`src/rtl/rr_grant_scheduler_pkg.sv`:
```
// Shared definitions for the round-robin grant scheduler.
// State encoding, requester geometry and the rotating-priority pick helper.
package rr_grant_scheduler_pkg;

    localparam int NUM_REQ = 4;
    localparam int IDX_W   = 2;

    localparam logic [1:0] ST_IDLE  = 2'd0;
    localparam logic [1:0] ST_GRANT = 2'd1;
    localparam logic [1:0] ST_GAP   = 2'd2;

    typedef struct packed {
        logic             found;
        logic [IDX_W-1:0] idx;
    } pick_t;

    // Scan ptr+1, ptr+2, ptr+3, ptr; the last owner is served last.
    function automatic pick_t rr_pick(
        input logic [NUM_REQ-1:0] req,
        input logic [IDX_W-1:0]   ptr
    );
        pick_t            p;
        logic [IDX_W-1:0] k;
        p.found = 1'b0;
        p.idx   = ptr;
        for (int i = NUM_REQ; i >= 1; i--) begin
            k = ptr + IDX_W'(i);
            if (req[k]) begin
                p.found = 1'b1;
                p.idx   = k;
            end
        end
        return p;
    endfunction

endpackage

```
`src/rtl/rr_grant_scheduler_decoder.sv`:
```
// 2-to-4 decoder with enable; drives the resource select lines.
// Output is all-zero when disabled, otherwise exactly one-hot.
module decoder
    import rr_grant_scheduler_pkg::*;
(
    input  logic [IDX_W-1:0]   in,
    input  logic               en,
    output logic [NUM_REQ-1:0] d
);

    always_comb begin
        d = '0;
        if (en) d[in] = 1'b1;
    end

endmodule

```
`src/rtl/rr_grant_scheduler.sv`:
```
// Round-robin owner selection for one shared resource among 4 requesters,
// with bounded tenure (timeout preemption) and an optional idle gap between owners.
module rr_grant_scheduler
    import rr_grant_scheduler_pkg::*;
#(
    parameter int MAX_HOLD = 8,
    parameter int GAP_EN   = 1
) (
    input  logic               clk,
    input  logic               rst_n,
    input  logic [NUM_REQ-1:0] req,
    output logic [NUM_REQ-1:0] gnt,
    output logic [IDX_W-1:0]   sel,
    output logic               sel_en,
    output logic               preempt,
    output logic               busy
);

    localparam int                HOLD_W   = $clog2(MAX_HOLD);
    localparam logic [HOLD_W-1:0] HOLD_MAX = HOLD_W'(MAX_HOLD - 1);

    logic [1:0]         state_q, state_d;
    logic [IDX_W-1:0]   sel_q, sel_d;
    logic               sel_en_q, sel_en_d;
    logic [IDX_W-1:0]   ptr_q, ptr_d;
    logic [HOLD_W-1:0]  hold_cnt_q, hold_cnt_d;
    logic               preempt_q, preempt_d;

    pick_t              pick;
    pick_t              repick;
    logic [NUM_REQ-1:0] own_oh;
    logic               release_c;
    logic               timeout_c;

    always_comb begin
        state_d    = state_q;
        sel_d      = sel_q;
        sel_en_d   = sel_en_q;
        ptr_d      = ptr_q;
        hold_cnt_d = hold_cnt_q;
        preempt_d  = 1'b0;

        pick      = rr_pick(req, ptr_q);
        repick    = rr_pick(req, sel_q);
        own_oh    = NUM_REQ'(1) << sel_q;
        release_c = !req[sel_q];
        timeout_c = (hold_cnt_q == HOLD_MAX) && |(req & ~own_oh);

        unique case (state_q)
            ST_IDLE: begin
                if (pick.found) begin
                    state_d    = ST_GRANT;
                    sel_d      = pick.idx;
                    sel_en_d   = 1'b1;
                    hold_cnt_d = '0;
                end
            end
            ST_GRANT: begin
                if (hold_cnt_q != HOLD_MAX) hold_cnt_d = hold_cnt_q + 1'b1;
                if (release_c || timeout_c) begin
                    ptr_d     = sel_q;
                    preempt_d = !release_c;
                    if (GAP_EN != 0) begin
                        state_d  = ST_GAP;
                        sel_en_d = 1'b0;
                    end else if (repick.found) begin
                        sel_d      = repick.idx;
                        hold_cnt_d = '0;
                    end else begin
                        state_d  = ST_IDLE;
                        sel_en_d = 1'b0;
                    end
                end
            end
            ST_GAP: begin
                if (pick.found) begin
                    state_d    = ST_GRANT;
                    sel_d      = pick.idx;
                    sel_en_d   = 1'b1;
                    hold_cnt_d = '0;
                end else begin
                    state_d = ST_IDLE;
                end
            end
            default: begin
                state_d  = ST_IDLE;
                sel_en_d = 1'b0;
            end
        endcase
    end

    always_ff @(posedge clk) begin
        if (!rst_n) begin
            state_q    <= ST_IDLE;
            sel_q      <= '0;
            sel_en_q   <= 1'b0;
            ptr_q      <= IDX_W'(NUM_REQ - 1);
            hold_cnt_q <= '0;
            preempt_q  <= 1'b0;
        end else begin
            state_q    <= state_d;
            sel_q      <= sel_d;
            sel_en_q   <= sel_en_d;
            ptr_q      <= ptr_d;
            hold_cnt_q <= hold_cnt_d;
            preempt_q  <= preempt_d;
        end
    end

    decoder u_dec (
        .in (sel_q),
        .en (sel_en_q),
        .d  (gnt)
    );

    assign sel     = sel_q;
    assign sel_en  = sel_en_q;
    assign preempt = preempt_q;
    assign busy    = (state_q != ST_IDLE);

endmodule

```
`config.mk`:
```
export PLATFORM = sky130hd
export DESIGN_NAME = rr_grant_scheduler
export DESIGN_NICKNAME = d
export VERILOG_FILES = /design/src/rtl/rr_grant_scheduler_pkg.sv /design/src/rtl/rr_grant_scheduler_decoder.sv /design/src/rtl/rr_grant_scheduler.sv
export SDC_FILE = /design/constraint.sdc
export NUM_CORES = 1
export LEC_CHECK = 0
export CORE_UTILIZATION = 30
export DETAILED_ROUTE_END_ITERATION = 8
export DONT_BUFFER_PORTS = 1
export MAX_ROUTING_LAYER = met4
export SETUP_SLACK_MARGIN = 0.4
export SYNTH_ARGS = -nofsm -noshare
export SYNTH_HDL_FRONTEND = slang
export SYNTH_HIERARCHICAL = 1
export SYNTH_SLANG_ARGS = --single-unit
```
`constraint.sdc`:
```
create_clock -name clk -period 4.5 [get_ports clk]
set_clock_uncertainty 0.2 [all_clocks]
set_input_delay 0.225 -clock clk [delete_from_list [all_inputs] [get_ports clk]]
set_output_delay 0.225 -clock clk [all_outputs]
set_load 0.1 [all_outputs]
```
-- Word level (Yosys, flattened, before mapping)
Cells that the tools add are included.
- bits in registers: 11
- bits of input ports: 6
- output and inout port bits: 9
- logic and storage cells: 69
- add/subtract/negate cells: 4
- magnitude comparators: 6
- equal/unequal tests: 8
- shift operators: 1
- multiplexer cells: 27
- bitwise gates (word level): 2
- reduce and logical (&&, ||, !) cells: 15
- operators with widths (kind ; number):
    $mux W3 ; 6
    $lt A2 B3 Y1 const B ; 5
    $bmux W1 S2 ; 5
    $mux W1 ; 9
    $reduce_and A2 Y1 ; 4
    $ne A2 B2 Y1 const B ; 3
    $pmux W2 S3 ; 1
    $pmux W3 S2 ; 1
    $reduce_and A3 Y1 ; 2
    $add A2 B2 Y2 const B ; 2
    $and A4 B4 Y4 ; 1
    $mux W2 ; 2
    $mux W4 ; 1
    $not A4 Y4 ; 1
    $reduce_bool A2 Y1 ; 2
    $reduce_or A4 Y1 ; 1
    $shl A1 B2 Y4 const A ; 1
    $add A3 B1 Y3 const B ; 1
    $eq A3 B3 Y1 const B ; 1
    $ne A3 B3 Y1 const B ; 1
    $add A2 B1 Y2 const B ; 1
    $demux W1 S2 ; 1
    $eq A2 B1 Y1 const B ; 1
    $eq A2 B2 Y1 const B ; 1
    other kinds (8) ; 9

-- Logic depth before layout (Yosys ltp)
Gate-level depths: netlist of run 1.
- depth in word-level cells: 8
- mapped depth: 6
- depth with buffers taken out: 6

-- Cells and area by module
Netlist of run 1, hierarchy kept.
- by module, submodules not included (module ; instances ; cells each ; area each (um^2) ; seq. area each (um^2)):
    rr_grant_scheduler ; 1 ; 70 ; 666.9 ; 220.2
    decoder ; 1 ; 4 ; 37.5 ; 0.0

-- Worst setup path before layout of run 1
No wires, ideal clock.
- path kind: reg2out
- start point: reg sel_en_q (netlist: sel_en)
- end point: out gnt[0]
- arrival time: 2.327 ns
- required time: 4.075 ns
- path slack: 1.748 ns
- cell stages (with the launch flop): 2
- path buffers: 0
- path through: dfxtp_1 -> nor3b_2
- cells in the longest elaborated chain, start to end: 1
- ends and longest elaborated chain (element ; line ; RTL):
    start, declared ; rr_grant_scheduler.sv:24 ; logic sel_en_q, sel_en_d;
    start signal, assigned ; rr_grant_scheduler.sv:103 ; sel_en_q <= sel_en_d;
    $mux W4 ; rr_grant_scheduler_decoder.sv:13 ; if (en) d[in] = 1'b1;
    end, declared ; rr_grant_scheduler.sv:12 ; output logic [NUM_REQ-1:0] gnt,
No other way between the ends.

-- Worst setup path after layout of run 1
Same ends and word-level chain as after synthesis.

==> metrics.txt, run 1 <==
diode count 0; Warnings, synthesis 6; # DRC 0; total CTS buffers 3; area delta synth->final 14.7%; Core Box Area between 0.002 and 0.0025 sq mm; synth unique cells 41; fin nets 91; vias in the first global route 553; Clock Path Buffers 2; Fin Hold WS about 1.7 ps; DRT iter0 DRCs 14; status finished, final reports clean; setup TNS 0 ps; DR vias 571; reg2reg path depth 5; Power Dens Cells 366 mW/mm^2; Slew headroom between 20% and 30%; Combinational Power Share 34.1%; final setup fails 0; Int Pwr 0.173 mW; RR Startpoint sel[0]; RSZ-0062 raised after global routing no; vias per cell a little over 5; Max Transition Viols Final 0; clock group share of total power 22.8%; Worst Hold Path EP sel[0]; CTS-repair resized insts 0; cells after synthesis 74; Worst-Skew Late Latency approximately 270 ps; CTS tree done; hold path start req[0]; die area 0.00255 sq mm; R2R setup slack 2460 ps; antenna violations before repair 0; Finished Cell Area a little over 800 sq um; Rows 17; worst path cell trace nor3b_4; final hold vios 0; routed length per instance 12.1 microns; DR pass1 iterations 4; switching pwr 0.123 mW; Worst EP arrival ~2300 ps; GRT Residual Overflow 0; Post-DP Area 752 sq um; Post-Syn Nets between 80 and 90; Mean Syn Cell Area 9.52 sq um; Final Wtd Congestion 0.711; min Tclk post-route 2700 ps; max-cap check violation count 0; Sinks on Clock Net 11; Peak VDD IR 0.248 mV; Die Height 50.5 microns; worst r2r dst ptr_q[1]; hpwl dp approximately 1000 microns; clk root buf clkbuf_4; Final ANT Viol Nets 0; Yosys reg bits 11; CP peak stage delay around 1000 ps; switching share of power 41.5%; largest net degree at the start of global routing 12; fmax 0.370 GHz; Slew @ Worst Pin 1050 ps; EDFF count, synth 0; H-tree levels 1; first-pass GRT wire length ~2400 microns; Leakage 0.329 nW; period utilization 60.1%; Setup crit start kind flip-flop; predominant post-synthesis flop cell dfxtp_1; Worst-path clk slew approximately 60 ps; WP data required approximately 4000 ps; endpoint type of the worst setup path output port; sequential share of power approximately 43%; non-filler cells, final 110; Total Routing Usage GR roughly an eighth; worst-path maximum fanout 6; dpl cells roughly 100; die width just over 50 microns; starting density of the core about a third; Hold Crit Class input pin to flip-flop; layout cells sized above 1 roughly a quarter; CP Buf/Inv Count 0; Crit Path Class flip-flop to output port; IO Count 15; ys async rst share 0%; Port-buffer cells 0; register area share after synthesis a little under a third; Post-Syn Area 704 sq um; CP top delay family flip-flops; hold path depth 2; critical path's slowest cell dfxtp_1; Post-Route WL roughly 1300 microns
cell type report:
| class | count | area, sq um |
|---|---|---|
| Clock buffer | 4 | 26.3 |
| Fill cell | 244 | 1400 |
| Inverter | 5 | 18.8 |
| Multi-Input combinational cell | 57 | 463 |
| Sequential cell | 11 | 220 |
| Tap cell | 28 | 35.0 |
| Timing Repair Buffer | 5 | 45.0 |
sequential cells by signal (all words and copies together), names as in the netlist:
| signal | cells |
|---|---|
| sel | 2 |
| sel_en | 1 |
| state_q | 2 |
| hold_cnt_q | 3 |
| ptr_q | 2 |
| preempt | 1 |
synth_stat cells, types with 2 or more instances:
cell type	count	area, sq um
a21boi_1	2	15.0
and2_1	3	18.8
and3b_1	2	17.5
dfxtp_1	11	220
ha_1	2	25.0
inv_1	5	18.8
nand2_1	5	18.8
nor2_1	2	7.51
o211ai_1	5	37.5
o21a_1	2	15.0
o21ai_0	4	20.0
o21ai_1	2	10.0
cells in the final DEF (no fill, tap or decap), types with 2 or more instances in the layout:
| master | count |
|---|---|
| dfxtp_1 | 11 |
| o21ai_1 | 2 |
| o211ai_1 | 5 |
| o21ai_0 | 4 |
| inv_1 | 5 |
| and3b_1 | 2 |
| nand2_1 | 5 |
| dlygate4sd3_1 | 3 |
| ha_1 | 2 |
| and2_1 | 3 |
| nor2_1 | 2 |
| buf_4 | 2 |
| o21a_1 | 2 |
| a21boi_1 | 2 |
| clkbuf_4 | 3 |
worst max path at each step:
stage	start	cells past startpoint	end	slack [ps]
finish	sel_en	1	gnt[0]	1800
detailed placement	sel_en	1	gnt[0]	2090
CTS	sel_en	1	gnt[0]	1790
floorplan	sel_en	1	gnt[0]	1750
global placement	sel_en	1	gnt[0]	2100
global route	sel_en	1	gnt[0]	1730
routing by layer:
layer  global-route usage [%]  vias to the layer above  part of all wire [%]
li1                         -                      296                     -
met1                     15.8                      258                    47
met2                     18.9                       12                    45
met3                     3.94                        5                   5.4
met4                     6.94                        0                   2.7
met5                        -                        -                     0
logic make-up after synthesis:
logic type,synth area share [%]
buffers and inverters,3.91
flip-flops,31.3
multiplexers,6.22
AO/OA/AOI/OAI,28.4
adder cells (fa/ha/maj),3.55
AND/OR/NAND/NOR,26.6
per-stage QoR:
step                util (%)  total power [mW]  setup WS, ps
CTS                     36.5             0.300          1790
detailed placement      34.0             0.228          2090
finish                  36.5             0.296          1800
global route            36.5             0.315          1730
global placement        34.0             0.227          2100
floorplan                  -             0.215          1750
power groups by stage:
stage | logic (mW) | clock network (mW) | registers (mW)
after floorplan | 0.0700 | 0 | 0.145
after detailed placement | 0.0976 | 0 | 0.130
final | 0.101 | 0.0673 | 0.128
after CTS | 0.101 | 0.0705 | 0.128
after global placement | 0.0974 | 0 | 0.130
after global routing | 0.107 | 0.0772 | 0.130
timing repair:
item                       CTS  global route
hold buffers                 3             0
buffers inserted             0             0
hold endpoints to repair    11             0
setup endpoints to repair    0             0
Power figures use the tool's default switching activity.
==> run 2: changes to the inputs <==
- clock period: 4.5 -> 2.5 ns (I/O delays scaled with it)
==> run 2 against run 1 <==
Net effect: register-to-register slack lost 1800 ps; clock power grew 99%; largest power group unchanged; critical path depth grew 4; first-iteration DRC count shrank 57%; worst hold slack gained 30 ps; wire length grew 13%; sequential share of layout area shrank 1.6 points.
==> metrics.txt, run 2 (same netlist as run 1, synthesis figures left out) <==
status finished, final reports clean; GRT Residual Overflow 0; min Tclk post-route just under 2000 ps; Peak VDD IR 0.189 mV; # DRC 0; Hold Crit Class input pin to flip-flop; DR pass1 iterations 4; commonest cells after routing, fill and taps aside 8 x dfxtp_1, 6 x dlygate4sd3_1, 6 x buf_4; final hold vios 0; Worst EP arrival just under 2000 ps; Rows 17; fmax 0.508 GHz; Slew @ Worst Pin 937 ps; CP Buf/Inv Count 2; Worst Hold Path EP sel[0]; DRT iter0 DRCs 6; Place WS 724 ps; non-filler cells, final around 120; R2R setup slack roughly 700 ps; layout cells sized above 1 30.3%; worst-path maximum fanout 6; Finished Core Util about two fifths; CP peak stage delay 610 ps; vias per cell 5.30; H-tree levels 1; largest net degree at the start of global routing 12; critical path's slowest cell dlygate4sd3_1; Slew headroom 37.4%; area delta synth->final 23.8%; diode count 0; Crit Path Class input pin to flip-flop; final worst slack 532 ps; hold path start req[1]; clk root buf clkbuf_4; Crit path top cell by count dlygate4sd3_1; die width 50.5 microns; Sinks on Clock Net 11; routed length per instance 12.8 microns; Core Box Area 0.00221 sq mm; Leakage 0.366 nW; antenna violations before repair 0; commonest non-fill, non-tap cell in the layout dfxtp_1; Final ANT Viol Nets 0; vias in the first global route 595; Top reg by flops hold_cnt_q; fin nets 98; hpwl dp 1040 microns; endpoint type of the worst setup path flip-flop; Largest register FFs 3; RSZ-0062 raised after global routing no; Final Wtd Congestion 0.735; worst path cell trace dlygate4sd3_1 -> nor4_1 -> dlygate4sd3_1 -> o21ai_0 -> a21boi_1; Worst-path clk slew 80 ps; CP Depth 5; WP data required 2520 ps; period utilization 78.7%; final setup fails 0; DR vias 620; reg2reg path depth 6; max-cap check violation count 0; hold path depth 3; Max Transition Viols Final 0; setup TNS 0 ps; Post-Route WL 1500 microns; Port-buffer cells 0; Power Dens Cells 643 mW/mm^2; number of fill cells 235; Total Routing Usage GR 14.6%; multi-input logic area 463 sq um; starting density of the core between 30% and 40%; Setup crit start kind input pin; CTS-repair resized insts 0; dpl cells 107; CTS tree done; CP top delay family buffers and inverters; die area 0.00255 sq mm; Register Area 224 sq um; IO Count 15; worst r2r dst hold_cnt_q[0]; RR Startpoint hold_cnt_q[0]; Die Height approximately 50 microns; Clock Path Buffers 2; Worst-Skew Late Latency approximately 290 ps; first-pass GRT wire length 2610 microns; total CTS buffers 3
==> run 2: changes by cell type in the layout (fill, tap and decap cells not counted), sizes merged <==
cell,previous run,this run
buf,2,6
dlygate4sd3,3,6
==> run 2: final cells by class <==
class / instances / share of cell area (%)
multi-input combinational: 57 / 53.1
inverter: 5 / 2.15
tap: 28 / 4.02
clock buffer: 4 / 3.01
timing repair buffer: 12 / 12.1
sequential: 11 / 25.7
==> run 2: worst max path at each step <==
stage / startpoint / end / slack [ps]
after floorplan: sel[1] / ptr_q[1] / 480
after global placement: hold_cnt_q[0] / hold_cnt_q[0] / 740
after detailed placement: hold_cnt_q[0] / hold_cnt_q[0] / 720
after CTS: req[1] / sel[1] / 570
after global routing: req[1] / sel[1] / 460
final: req[1] / sel[1] / 530
==> run 2: routing by layer <==
| metal | track usage, % | vias up | part of all wire [%] |
|---|---|---|---|
| met5 | - | - | 0 |
| met3 | 2.12 | 5 | 4.0 |
| met1 | 18.1 | 294 | 47 |
| li1 | - | 307 | - |
| met4 | 11.1 | 0 | 3.4 |
| met2 | 21.3 | 14 | 45 |
==> run 2: repair_timing <==
action                                 4_1_cts  5_1_grt
endpoints found under the hold margin       11        0
hold buffers                                 6        0
buffers inserted                             0        0
==> run 2: worst register-to-register path: cells and delay by family, from the launching register on <==
kind                       cells  cell delay, ps
DFF                            1             330
adders and majority gates      2             420
and+or+nand+nor                3             550
AOI/OAI and AO/OA              1             180
==> run 2: through the flow <==
stage	area [sq um]	hold slack (ps)	total power, mW
finish	872	31.9	0.561
detailed placement	786	24.7	0.420
global route	872	65.6	0.586
CTS	872	34.4	0.562
floorplan	714	55.8	0.391
global placement	786	16.6	0.418
==> run 2: power breakdown <==
group / internal [mW] / total [mW] / switching, mW
Sequential: 0.192 / 0.223 / 0.0313
Clock: 0.0621 / 0.134 / 0.0719
Combinational: 0.0681 / 0.204 / 0.136
==> run 3: changes to the inputs <==
- ABC_AREA: not set -> 1
- clock period: 2.5 -> 2.06 ns (I/O delays scaled with it)
==> run 3 against run 2 <==
Net effect: clock-buffer cell count unchanged; non-clock buffer count decreased by 3; cell count increased by 42%; wire length increased by 17%; area after synthesis increased by 12%; synthesized cell count increased by 69%; worst setup slack got worse by 97 ps; cell area increased by 13%; via count increased by 25%; critical path type is now flip-flop to output port.
==> metrics.txt, run 3 <==
status finished, final reports clean; Post-Syn Area 790 sq um; worst path cell trace nand2_2 -> nor2_4 -> buf_6; first-pass GRT wire length 2870 microns; Total Routing Usage GR 14.5%; Worst EP arrival 1320 ps; Setup crit start kind flip-flop; DR WL met2 884 microns; Final ANT Viol Nets 0; worst-path maximum fanout 4; cells after synthesis 125; top-count cell post-synth nand2_1; critical path's slowest cell dfxtp_4; CP startpoint sel_en; Post-synth top cells 43 x nand2_1, 16 x inv_1, 12 x nand3_1, 11 x dfxtp_1, 8 x nor2_1; antenna violations before repair 0; final hold vios 0; Final Wtd Congestion 0.826; RSZ-0062 raised after global routing yes; Post-Syn Nets 133; switching share of power 55.6%; die width 53.3 microns; Largest register FFs 3; Yosys reg bits 11; total CTS buffers 3; setup bufs post-CTS 0; Hold Crit Class input pin to flip-flop; CP endpoint gnt[2]; Power Dens Cells 1160 mW/mm^2; synth top area cells dfxtp_1 28%, nand2_1 20%, nand3_1 7.6%, inv_1 7.6%, a21oi_1 4.4%; Leakage between 0.4 and 0.5 nW; synth unique cells 24; Register Area 233 sq um; vias in the first global route 701; register area share after synthesis between 20 and 30%; hpwl dp roughly 1400 microns; metal1 wirelength ~800 microns; CP Buf/Inv Count 1; number of fill cells about 260; period utilization just under 80%; H-tree levels 1; DR vias 775; Port-buffer cells 0; Slew headroom between 60% and 70%; RR Startpoint ptr_q[0]; WP data required between 1500 and 2000 ps; Post-Route WL between 1500 and 2000 microns; Synth area leader dfxtp_1; Post-DP Area 905 sq um; Max Transition Viols Final 0; switching pwr 0.638 mW; Die Height 53.3 microns; max-cap check violation count 0; commonest non-fill, non-tap cell in the layout nand2_1; CP Depth 3; Max Used Layer met3; Mean Syn Cell Area 6.32 sq um; DRT iter0 DRCs 17; sequential share of power 31.6%; starting density of the core 31.9%; Top reg by flops hold_cnt_q; area delta synth->final 25.0%; met3 WL post-DR 79 microns; Core Box Area 0.00248 sq mm; fmax 0.615 GHz; largest net degree at the start of global routing 11; diode count 0; clk root buf clkbuf_4; DR pass1 iterations 6; endpoint type of the worst setup path output port; layout cells sized above 1 27.9%; die area 0.00284 sq mm; R2R setup slack 520 ps; EDFF count, synth 0; Finished Cell Area 987 sq um; Rows 18; Warnings, synthesis 6; GRT Residual Overflow 0; reg2reg path depth 9; Slew @ Worst Pin 525 ps; predominant post-synthesis flop cell dfxtp_1; worst r2r dst sel[0]; Synth top area share 27.9%; CTS tree done; Clock Path Buffers 2; routed length per instance ~11 microns; CP top delay family flip-flops; min Tclk post-route 1630 ps; IO Count 15; commonest cells after routing, fill and taps aside 41 x nand2_1, 16 x inv_1, 12 x nand3_1, 7 x a21oi_1, 7 x dfxtp_1; setup TNS 0 ps; # DRC 0; ys async rst share 0%; fin nets 145; multi-input logic area 510 sq um; CP peak stage delay between 500 and 600 ps; vias per cell 4.67; Worst-Skew Late Latency 260 ps; Crit Path Class flip-flop to output port; Peak VDD IR 0.675 mV; Combinational Power Share 55.8%; Worst-path clk slew 70 ps; Int Pwr 0.509 mW; Sinks on Clock Net 11; final setup fails 0; clock group share of total power between 10% and 20%
run 3: cell types whose count changed in the layout (fill, tap and decap cells not counted), moves of 4 or more:
cell and change:
a21oi_1 +6, dlygate4sd3_1 -4, inv_1 +11, nand2_1 +36, nand2_2 +5, nand3_1 +11
nor2_4 +5, o211ai_1 -5
run 3: power groups by stage:
stage | clock, mW | combinational, mW | sequential [mW]
after floorplan | 0 | 0.451 | 0.435
after global placement | 0 | 0.612 | 0.362
after detailed placement | 0 | 0.618 | 0.365
after CTS | 0.151 | 0.634 | 0.361
after global routing | 0.161 | 0.699 | 0.374
final | 0.144 | 0.640 | 0.363
run 3: repair_timing:
item	CTS	global route
pin swaps	0	0
gates resized for setup	5	6
hold endpoints to repair	11	0
hold buffers	2	0
gates cloned	0	0
setup endpoints to repair	5	5
run 3: worst min-delay path by stage:
stage | cells past startpoint | startpoint | endpoint | slack, ps
after floorplan | 2 | rst_n | ptr_q[0] | 140
final | 5 | req[0] | sel[1] | 20
after global routing | 6 | req[3] | sel[1] | 70
after CTS | 5 | req[0] | sel[1] | 10
after global placement | 1 | rst_n | ptr_q[0] | -5
after detailed placement | 1 | rst_n | ptr_q[0] | -5
run 3: worst reg2reg max path: cells and delay by family, from the launching register on:
kind | cells | cell delay [ps]
and+or+nand+nor | 6 | 520
DFF | 1 | 470
AOI/OAI and AO/OA | 2 | 200
buffers and inverters | 1 | 50
run 3: layout make-up:
| class | instances | area share [%] |
|---|---|---|
| repair buffers | 9 | 10.1 |
| multi-input cells | 92 | 51.7 |
| flip-flops and latches | 11 | 23.6 |
| well taps | 30 | 3.80 |
| inverters | 20 | 8.11 |
| clock buffers | 4 | 2.66 |
run 3: logic make-up (layout without fill, tap and decap cells):
| family | after synthesis | in the layout | share of synthesized area [%] |
|---|---|---|---|
| flip-flops | 11 | 11 | 27.9 |
| adder cells (fa/ha/maj) | 2 | 2 | 3.17 |
| AO/OA/AOI/OAI | 15 | 15 | 11.3 |
| buffers and inverters | 22 | 33 | 12.2 |
| AND/OR/NAND/NOR | 75 | 75 | 45.5 |
run 3: metal layers:
metal / up-vias / track usage [%]
li1: 412 / -
met1: 350 / 17.3
met2: 13 / 23.3
met3: 0 / 5.17
met4: 0 / 2.63
met5: - / -
run 3: per-stage QoR:
step                power [mW]  setup WS, ps  hold WS, ps  instances  util (%)
floorplan                0.886           470          142        125         -
global placement         0.974           437        -4.81        160      36.5
detailed placement       0.984           366        -4.97        160      36.5
CTS                       1.15           359         13.7        166      39.0
global route              1.23           386         65.4        166      39.8
finish                    1.15           435         24.6        166      39.8
